$ cat config.mk
export PLATFORM = sky130hd
export DESIGN_NAME = timer_ctrl
export DESIGN_NICKNAME = d
export VERILOG_FILES = /design/src/rtl/timer_ctrl.sv
export SDC_FILE = /design/constraint.sdc
export NUM_CORES = 1
export LEC_CHECK = 0
export CAP_MARGIN = 0
export CORE_ASPECT_RATIO = 0.75
export CORE_MARGIN = 3
export CORE_UTILIZATION = 45
export DETAILED_ROUTE_END_ITERATION = 8
export GPL_TIMING_DRIVEN = 1
export PLACE_DENSITY = 0.8
export RECOVER_POWER = 50
export REMOVE_ABC_BUFFERS = 1
export SKIP_LAST_GASP = 1
export SYNTH_ARGS = -nofsm -noshare
export SYNTH_HDL_FRONTEND = slang
export SYNTH_SLANG_ARGS = --single-unit
$ cat constraint.sdc
create_clock -name clk -period 4.96 [get_ports clk]
set_input_delay 0.744 -clock clk [delete_from_list [all_inputs] [get_ports clk]]
set_output_delay 0.744 -clock clk [all_outputs]
set_load 0.05 [all_outputs]
$ cat src/rtl/timer_ctrl.sv
// rtl/timer_ctrl.sv - stopwatch / countdown controller driving an external counter register
//
// Ports:
//   clk, rst_n    clock and synchronous active-low reset
//   mode          0 = count-up stopwatch, 1 = count-down timer (captured at start)
//   start_stop    pulse: start from IDLE, pause from RUN, resume from PAUSE
//   clear         pulse: abort to IDLE and reload the preset
//   tick          count enable, one step per asserted cycle while running
//   load_val      down-mode start value / up-mode terminal limit (0 = free-run)
//   cnt_q         current value of the external counter register
//   cnt_d         next value for the external counter register
//   cnt_rst_val   reset value for the external counter register (the preset)
//   running, paused, done   registered one-hot state decodes
//   done_pulse    registered, high for one cycle on entry to DONE
module timer_ctrl #(
    parameter int BIT_SIZE = 8
) (
    input  logic                clk,
    input  logic                rst_n,
    input  logic                mode,
    input  logic                start_stop,
    input  logic                clear,
    input  logic                tick,
    input  logic [BIT_SIZE-1:0] load_val,
    input  logic [BIT_SIZE-1:0] cnt_q,
    output logic [BIT_SIZE-1:0] cnt_d,
    output logic [BIT_SIZE-1:0] cnt_rst_val,
    output logic                running,
    output logic                paused,
    output logic                done,
    output logic                done_pulse
);

    typedef enum logic [1:0] {
        S_IDLE,
        S_RUN,
        S_PAUSE,
        S_DONE
    } state_t;

    localparam logic [BIT_SIZE-1:0] CNT_ZERO = '0;
    localparam logic [BIT_SIZE-1:0] CNT_ONE  = {{(BIT_SIZE-1){1'b0}}, 1'b1};

    state_t              state;
    state_t              state_nxt;
    logic                mode_q;
    logic [BIT_SIZE-1:0] preset;
    logic [BIT_SIZE-1:0] cnt_inc;
    logic [BIT_SIZE-1:0] cnt_dec;
    logic                terminal;

    assign preset      = mode ? load_val : CNT_ZERO;
    assign cnt_rst_val = preset;
    assign cnt_inc     = cnt_q + CNT_ONE;
    assign cnt_dec     = cnt_q - CNT_ONE;

    // Terminal detection for a tick applied this cycle, using the direction
    // latched at start; load_val only moves the up-mode limit.
    always_comb begin
        terminal = 1'b0;
        if (mode_q) begin
            terminal = (cnt_q == CNT_ONE) || (cnt_q == CNT_ZERO);
        end else begin
            terminal = (load_val != CNT_ZERO) && (cnt_inc == load_val);
        end
    end

    always_comb begin
        cnt_d     = cnt_q;
        state_nxt = state;
        if (!rst_n || clear) begin
            cnt_d     = preset;
            state_nxt = S_IDLE;
        end else begin
            case (state)
                S_IDLE: begin
                    cnt_d = preset;
                    if (start_stop) begin
                        state_nxt = (mode && load_val == CNT_ZERO) ? S_DONE : S_RUN;
                    end
                end
                S_RUN: begin
                    if (tick) begin
                        if (mode_q) begin
                            // Saturate at zero instead of wrapping.
                            cnt_d = (cnt_q == CNT_ZERO) ? CNT_ZERO : cnt_dec;
                        end else begin
                            cnt_d = cnt_inc;
                        end
                    end
                    // A terminal tick wins over a simultaneous pause request.
                    if (tick && terminal) begin
                        state_nxt = S_DONE;
                    end else if (start_stop) begin
                        state_nxt = S_PAUSE;
                    end
                end
                S_PAUSE: begin
                    if (start_stop) begin
                        state_nxt = S_RUN;
                    end
                end
                default: begin
                    state_nxt = S_DONE;
                end
            endcase
        end
    end

    always_ff @(posedge clk) begin
        if (!rst_n) begin
            state      <= S_IDLE;
            mode_q     <= 1'b0;
            running    <= 1'b0;
            paused     <= 1'b0;
            done       <= 1'b0;
            done_pulse <= 1'b0;
        end else begin
            state      <= state_nxt;
            if (state == S_IDLE && start_stop && !clear) begin
                mode_q <= mode;
            end
            running    <= (state_nxt == S_RUN);
            paused     <= (state_nxt == S_PAUSE);
            done       <= (state_nxt == S_DONE);
            done_pulse <= (state_nxt == S_DONE) && (state != S_DONE);
        end
    end

endmodule

Word level (Yosys, flattened, before mapping)
Index checks and enable logic that the tools add are counted.
- reduce and logical (&&, ||, !) cells: 14
- $add $sub $neg: 2
- equality and inequality tests: 8
- muxes and demuxes: 14
- operators with widths (kind ; number):
    $mux W8 ; 5
    $logic_not A8 Y1 ; 2
    $pmux W8 S2 ; 1
    $mux W2 ; 6
    $add A8 B1 Y8 const B ; 1
    $eq A8 B1 Y1 const B ; 1
    $eq A8 B8 Y1 ; 1
    $reduce_bool A8 Y1 ; 1
    $sub A8 B1 Y8 const B ; 1
    $eq A2 B2 Y1 const B ; 3
    $logic_and A1 B1 Y1 ; 6
    $pmux W2 S3 ; 1
    $eq A2 B1 Y1 const B ; 2
    $logic_not A1 Y1 ; 2
    $logic_not A2 Y1 ; 1
    $logic_or A1 B1 Y1 ; 2
    $ne A2 B2 Y1 const B ; 1
    $mux W1 ; 1
- output and inout bits: 20
- register bits: 7
- bits of input ports: 22
- word-level logic and storage cells: 44

Longest topological paths before layout
Gate-level depths: netlist of run 1.
- word-level depth: 10
- gate-level depth with buffers: 9

Worst setup path after synthesis of run 1
Ideal clock, no wire load.
- path type: input to output
- start point: input port cnt_q[0]
- end point: output port cnt_d[4]
- stages on the path: 9
- path slack: 1508 ps
- required time: 4216 ps
- arrival time: 2708 ps
- cells stage by stage: clkbuf_1 inv_1 ha_1 or4b_1 nor4_1 nand2b_1 o21ai_0 a22oi_1 o21ai_1
- longest elaborated chain between the ends: 6
- elaborated cells on any way between the ends: 8
- ends and longest elaborated chain (what ; line ; RTL):
    start: declaration ; 25 ; input logic [BIT_SIZE-1:0] cnt_q,
    $sub A8 B1 Y8 or $logic_not A8 Y1 (tied branches) ; 55, 86 ;
    $mux W8 ; 86 ; cnt_d = (cnt_q == CNT_ZERO) ? CNT_ZERO : cnt_dec;
    $mux W8 * ; 84 ; if (mode_q) begin
    $mux W8 * ; 83 ; if (tick) begin
    $pmux W8 S2 * ; 75 ; case (state)
    $mux W8 * ; 71 ; if (!rst_n || clear) begin
    end: declaration ; 26 ; output logic [BIT_SIZE-1:0] cnt_d,
Every way passes the cells marked *; elsewhere a longest branch is shown, timed or not.

Final worst setup path of run 1
Same ends and word-level chain as after synthesis.

==> impl_metrics.ini, run 1 <==
[grt]
grt_antenna_before_repair = 0
global_route_wire_length_before_repair_um = 6679
grt_start_max_net_pins = 20
track_usage = 0.2473
grt_remaining_overflow = 0
vias_in_the_first_global_route = 1411

[drt]
dr.pass1.iters = 5
drc = 0
vias = 1623
via_density_per_instance = 6.315
antenna_violating_nets_post_route = 0
drt_first_iter_violations = 155
routed_wl_um = 4189
detail_route.wl_per_cell_um = 16.30

[finish]
final_nets = 248
fin_area_um2 = 1730
final_layout_size_suffix_gt1_frac = 0.04525
syn_to_final_growth_pct = 35.72
diodes = 0

[die]
initial_utilization = 0.4789
num_rows = 16
dieWidth_um = 67.46
core_um2 = 2663
die_h_um = 52.10
design.portCount = 42
die_area_um2 = 3514

[pwr]
power-per-cell-area_nw_per_um2 = 166.1
max-vdd-ir-drop_mv = 0.1581
fin_total_pwr_uw = 287.4
power.leakage_nw = 0.6256

[timing]
report.final.hold_viol_count = 0
fin_worst_skew_ps = 1.598
grt_setup_unrepaired = false
setup_tns_ps = 0
final_min_period_over_clock_period = 0.9342
finalMaxSlewViolations = 0
number_of_endpoints_failing_setup_at_the_final_stage = 0
final_period_minus_worst_setup_slack_ps = 4634
tightestPinTransition_ps = 674.0
maxClockFrequency_mhz = 215.8
worst_slew_margin_rel = 0.5501
hold_slack_ps = 585.0
final_critical_path_setup_slack_ps = 326.1

[hold_path]
worst_hold_startpoint = state[0]
hold_path_class = flip-flop to flip-flop

[worst_setup_path]
setup.reg_to_reg.worst_slack_ps = 2850
startpoint = cnt_q[0]
timing_worst_setup_path_type = input pin to output pin
timing.critical_path.arrival_ps = 3890
cp_data_required_time_ps = 4220
critical_path.max_fanout = 10
setup.worst_path.start_class = input pin
worstReg2RegStart = mode_q
worstSetupEndpointType = output pin

[yosys]
synth_edf_count = 0
ys_flop_type = sky130_fd_sc_hd__dfxtp_1
synthDistinctLibCells = 49
netlist_area_um2 = 1275
synth.top_cells.by_count = sky130_fd_sc_hd__nor2_1, sky130_fd_sc_hd__a21oi_1, sky130_fd_sc_hd__clkbuf_1, sky130_fd_sc_hd__o21ai_1, sky130_fd_sc_hd__nor3_1
synth_seq_cells = 7
synthDominantCellAreaShare = 0.1099
mapped_cells = 190
synth_sequential_area_ratio = 0.1099
dominant_cells_by_area_after_synthesis = sky130_fd_sc_hd__dfxtp_1, sky130_fd_sc_hd__xor2_1, sky130_fd_sc_hd__a22oi_1, sky130_fd_sc_hd__a21oi_1, sky130_fd_sc_hd__mux2i_1
async_reset_ff_frac = 0
synthesis.yosys.warnings = 0
yosysMostFrequentCell = sky130_fd_sc_hd__nor2_1
syn_avg_cell_area_um2 = 6.710
post-synth-top-area-cell = sky130_fd_sc_hd__dfxtp_1

[clock_network]
cts_tree = built
cts_sinks = 7
cts_root_buf = sky130_fd_sc_hd__clkbuf_8
clkSlewWorstSetupHoldPaths_ps = 40
worstSkewPairLatency_ps = 230
cts-root-to-sink-buffers = 2
tritoncts_buffers = 3
holdBufCountCts = 0
post-cts-setup-buffer-count = 0
cts_max_level = 1
cts_repair_resize_count = 0

[placement]
port_buffers = 41
placement.setup.worst_slack_ps = 365.1
post_dp_cell_area_um2 = 1685
gpl.final_weighted_congestion = 0.9287
place_hpwl_um = 3077

[run]
cap_viol_max_count = 0

[status]
status = finished, final reports clean
-- per-layer routing --
metal | vias up | part of all wire | global-route usage
met4 | 0 | 0.0012 | 0.02694
li1 | 772 | - | -
met3 | 2 | 0.11 | 0.06911
met2 | 99 | 0.45 | 0.3700
met1 | 750 | 0.44 | 0.3583
met5 | - | 0 | 0
-- final timing paths --
path	endpoint	depth (start not counted)
max	cnt_d[4]	10
min	done	2
max reg2reg	paused	6
min reg2reg	done	2
-- flip-flops by register name, summed over array words and instances (netlist names) --
signal,cells
done,1
running,1
paused,1
done_pulse,1
state,2
mode_q,1
-- layout make-up --
type	count	area (µm²)
clock buffers	4	45.04
fillers	247	932.1
inverters	6	22.52
multi-input cells	160	1045
flip-flops and latches	7	140.1
well taps	36	45.04
repair buffers	44	432.9
-- logic make-up after synthesis --
group,after synthesis,synth area share
buf+inv,23,0.07065
fa+ha+maj,4,0.03926
flops,7,0.1099
simple gates,81,0.3651
xor+xnor,11,0.07557
mux,6,0.04711
compound gates,58,0.2925
-- cell usage in the layout, fill, tap and decap left out, types with 5 or more instances in the layout --
cell type                         instances
sky130_fd_sc_hd__xor2_1                   8
sky130_fd_sc_hd__nand2_1                 10
sky130_fd_sc_hd__o21ai_0                  6
sky130_fd_sc_hd__dfxtp_1                  7
sky130_fd_sc_hd__nor2_1                  15
sky130_fd_sc_hd__a21oi_1                 12
sky130_fd_sc_hd__inv_1                    5
sky130_fd_sc_hd__and2_1                   9
sky130_fd_sc_hd__dlygate4sd3_1           13
sky130_fd_sc_hd__o21ai_1                 12
sky130_fd_sc_hd__a22oi_1                  9
sky130_fd_sc_hd__mux2i_1                  6
sky130_fd_sc_hd__nor3_1                  11
sky130_fd_sc_hd__nor2b_1                  5
sky130_fd_sc_hd__clkdlybuf4s50_1         28
-- critical path, stage by stage --
cell and delay [ps]:
sky130_fd_sc_hd__clkdlybuf4s50_1 590, sky130_fd_sc_hd__inv_1 160, sky130_fd_sc_hd__ha_1 170, sky130_fd_sc_hd__or4b_1 480, sky130_fd_sc_hd__nor4_1 300, sky130_fd_sc_hd__nand2b_1 310
sky130_fd_sc_hd__o22ai_1 130, sky130_fd_sc_hd__a22oi_1 210, sky130_fd_sc_hd__o21ai_1 80, sky130_fd_sc_hd__clkdlybuf4s50_1 710
-- metrics by stage --
stage          utilization  instances
3_5_place_dp        0.6330        253
3_3_place_gp        0.6330        253
4_1_cts             0.6499        257
5_1_grt             0.6499        257
6_report            0.6499        257
2_1_floorplan            -        173
-- power breakdown --
| group | internal, mW | total [mW] | switching (mW) |
|---|---|---|---|
| clock network | 0.0557 | 0.0811 | 0.0255 |
| logic | 0.0556 | 0.144 | 0.0888 |
| registers | 0.0581 | 0.0619 | 0.00380 |
Power figures use the tool's default switching activity.
==> run 2, diff against run 1 <==
--- a/config.mk
+++ b/config.mk
@@ -12,3 +12,2 @@
 export DETAILED_ROUTE_END_ITERATION = 8
-export GPL_TIMING_DRIVEN = 1
 export PLACE_DENSITY = 0.8
==> constraint.sdc (replaced) <==
create_clock -name clk -period 4.96 [get_ports clk]
set_input_delay 0.992 -clock clk [delete_from_list [all_inputs] [get_ports clk]]
set_output_delay 0.992 -clock clk [all_outputs]
set_load 0.05 [all_outputs]
==> impl_metrics.ini, run 2 (synthesized netlist as in run 1, its figures left out) <==
[timing]
grt_setup_unrepaired = false
final_critical_path_setup_slack_ps = 223.7
number_of_endpoints_failing_setup_at_the_final_stage = 0
final_period_minus_worst_setup_slack_ps = 4736
final_min_period_over_clock_period = 0.9549
tightestPinTransition_ps = 1472
report.final.hold_viol_count = 0
fin_worst_skew_ps = 0.1771
finalMaxSlewViolations = 1
setup_tns_ps = 0
worst_slew_margin_rel = -0.006383
maxClockFrequency_mhz = 211.1

[finish]
syn_to_final_growth_pct = 36.80
diodes = 0
final_nets = 253
register_with_the_most_flip_flops = state
largest_reg_flops = 2
final_layout_size_suffix_gt1_frac = 0.09292
leading_cell_type_in_the_layout_fill_and_taps_excluded = sky130_fd_sc_hd__clkdlybuf4s50_1
nFillCells = 239
layout_common_cells = sky130_fd_sc_hd__clkdlybuf4s50_1, sky130_fd_sc_hd__nor2_1, sky130_fd_sc_hd__buf_4

[clock_network]
worstSkewPairLatency_ps = 230
tritoncts_buffers = 3
cts_sinks = 7
holdBufCountCts = 0
cts-root-to-sink-buffers = 2
cts_root_buf = sky130_fd_sc_hd__clkbuf_8
post-cts-setup-buffer-count = 0
cts_repair_resize_count = 0
cts_tree = built
clkSlewWorstSetupHoldPaths_ps = 40
cts_max_level = 1

[status]
status = finished with violations
failed_checks = capacitance limit, slew limit

[drt]
vias = 1602
routed_wl_um = 4228
drc = 0
drt_first_iter_violations = 107
via_density_per_instance = 6.115
dr.pass1.iters = 5
detail_route.wl_per_cell_um = 16.14
antenna_violating_nets_post_route = 0

[worst_setup_path]
setup.worst_path.start_class = input pin
worstSetupEndpointType = output pin
critPathSlowestCell = sky130_fd_sc_hd__clkdlybuf4s50_1
startpoint = cnt_q[0]
critical_path.max_fanout = 10
worstReg2RegStart = mode_q
timing.critical_path.arrival_ps = 3740
cp_data_required_time_ps = 3970
timing.critical_path.slowest_cell_delay_ps = 580
path_cells = clkdlybuf4s50_1 -> inv_1 -> ha_1 -> or4b_1 -> nor4_1 -> nand2b_1 -> o22ai_1 -> a22oi_1 -> o21ai_1 -> buf_4
crit_path_leading_delay_family = simple AND/OR/NAND/NOR gates
count_of_buffer_and_inverter_cells_on_the_critical_path = 3
timing_worst_setup_path_type = input pin to output pin

[grt]
global_route_wire_length_before_repair_um = 6334
vias_in_the_first_global_route = 1379
grt_antenna_before_repair = 0
grt_remaining_overflow = 0
track_usage = 0.2343
grt_start_max_net_pins = 20

[run]
cap_viol_max_count = 1

[die]
die_area_um2 = 3514
design.portCount = 42
core_um2 = 2663
dieWidth_um = 67.46
num_rows = 16
initial_utilization = 0.4789
die_h_um = 52.10

[hold_path]
hold_path_class = flip-flop to flip-flop
worst_hold_startpoint = state[0]

[placement]
placement.setup.worst_slack_ps = 305.8
gpl.final_weighted_congestion = 0.9061
place_hpwl_um = 3214
port_buffers = 41

[pwr]
max-vdd-ir-drop_mv = 0.2439
fin_total_pwr_uw = 287.2
power-per-cell-area_nw_per_um2 = 164.6
power.leakage_nw = 0.6573
[run 2: cell count changes in the layout (fill, tap and decap cells not counted), sizes merged]
| cell | previous run | this run |
|---|---|---|
| buf | 3 | 15 |
| clkdlybuf4s50 | 28 | 22 |
| dlygate4sd3 | 13 | 12 |
[run 2: tightest hold or removal path: stages, from the launching register on]
cell and delay (ps):
sky130_fd_sc_hd__dfxtp_1 370, sky130_fd_sc_hd__o31ai_1 100, sky130_fd_sc_hd__a21oi_1 70
[run 2: worst paths after layout]
check,cells past startpoint,end,slack (ps)
worst max-delay path,10,cnt_d[4],220
worst max register to register,6,done_pulse,2150
worst min-delay path,2,done,590
worst min register to register,2,done,590
[run 2: metal layers]
layer,GRT usage,share of wire
met1,0.3251,0.45
met2,0.3732,0.46
met3,0.05400,0.091
met4,0.03367,0.0035
met5,0,0
[run 2: power by group]
part / internal (mW) / leakage [nW] / total (mW) / switching (mW)
clock: 0.0556 / 0.0228 / 0.0800 / 0.0244
combinational: 0.0564 / 0.578 / 0.145 / 0.0888
sequential: 0.0582 / 0.0569 / 0.0620 / 0.00385
total: 0.170 / 0.657 / 0.287 / 0.117
[run 2: cell type report]
cell class | count | area [µm²] | share of cell area
multi-input combinational | 160 | 1039 | 0.5954
timing repair buffer | 49 | 452.9 | 0.2597
sequential | 7 | 140.1 | 0.08034
clock buffer | 4 | 45.04 | 0.02583
tap | 36 | 45.04 | 0.02583
inverter | 6 | 22.52 | 0.01291
[run 2: per-stage QoR]
| step | cells | hold slack, ps | utilization | cell area, µm² |
|---|---|---|---|---|
| 6_report | 262 | 591.9 | 0.6551 | 1744 |
| 5_1_grt | 262 | 650.9 | 0.6551 | 1744 |
| 4_1_cts | 262 | 582.7 | 0.6574 | 1750 |
| 3_5_place_dp | 258 | 575.9 | 0.6405 | 1705 |
| 3_3_place_gp | 258 | 569.4 | 0.6405 | 1705 |
| 2_1_floorplan | 173 | 524.4 | - | 1207 |
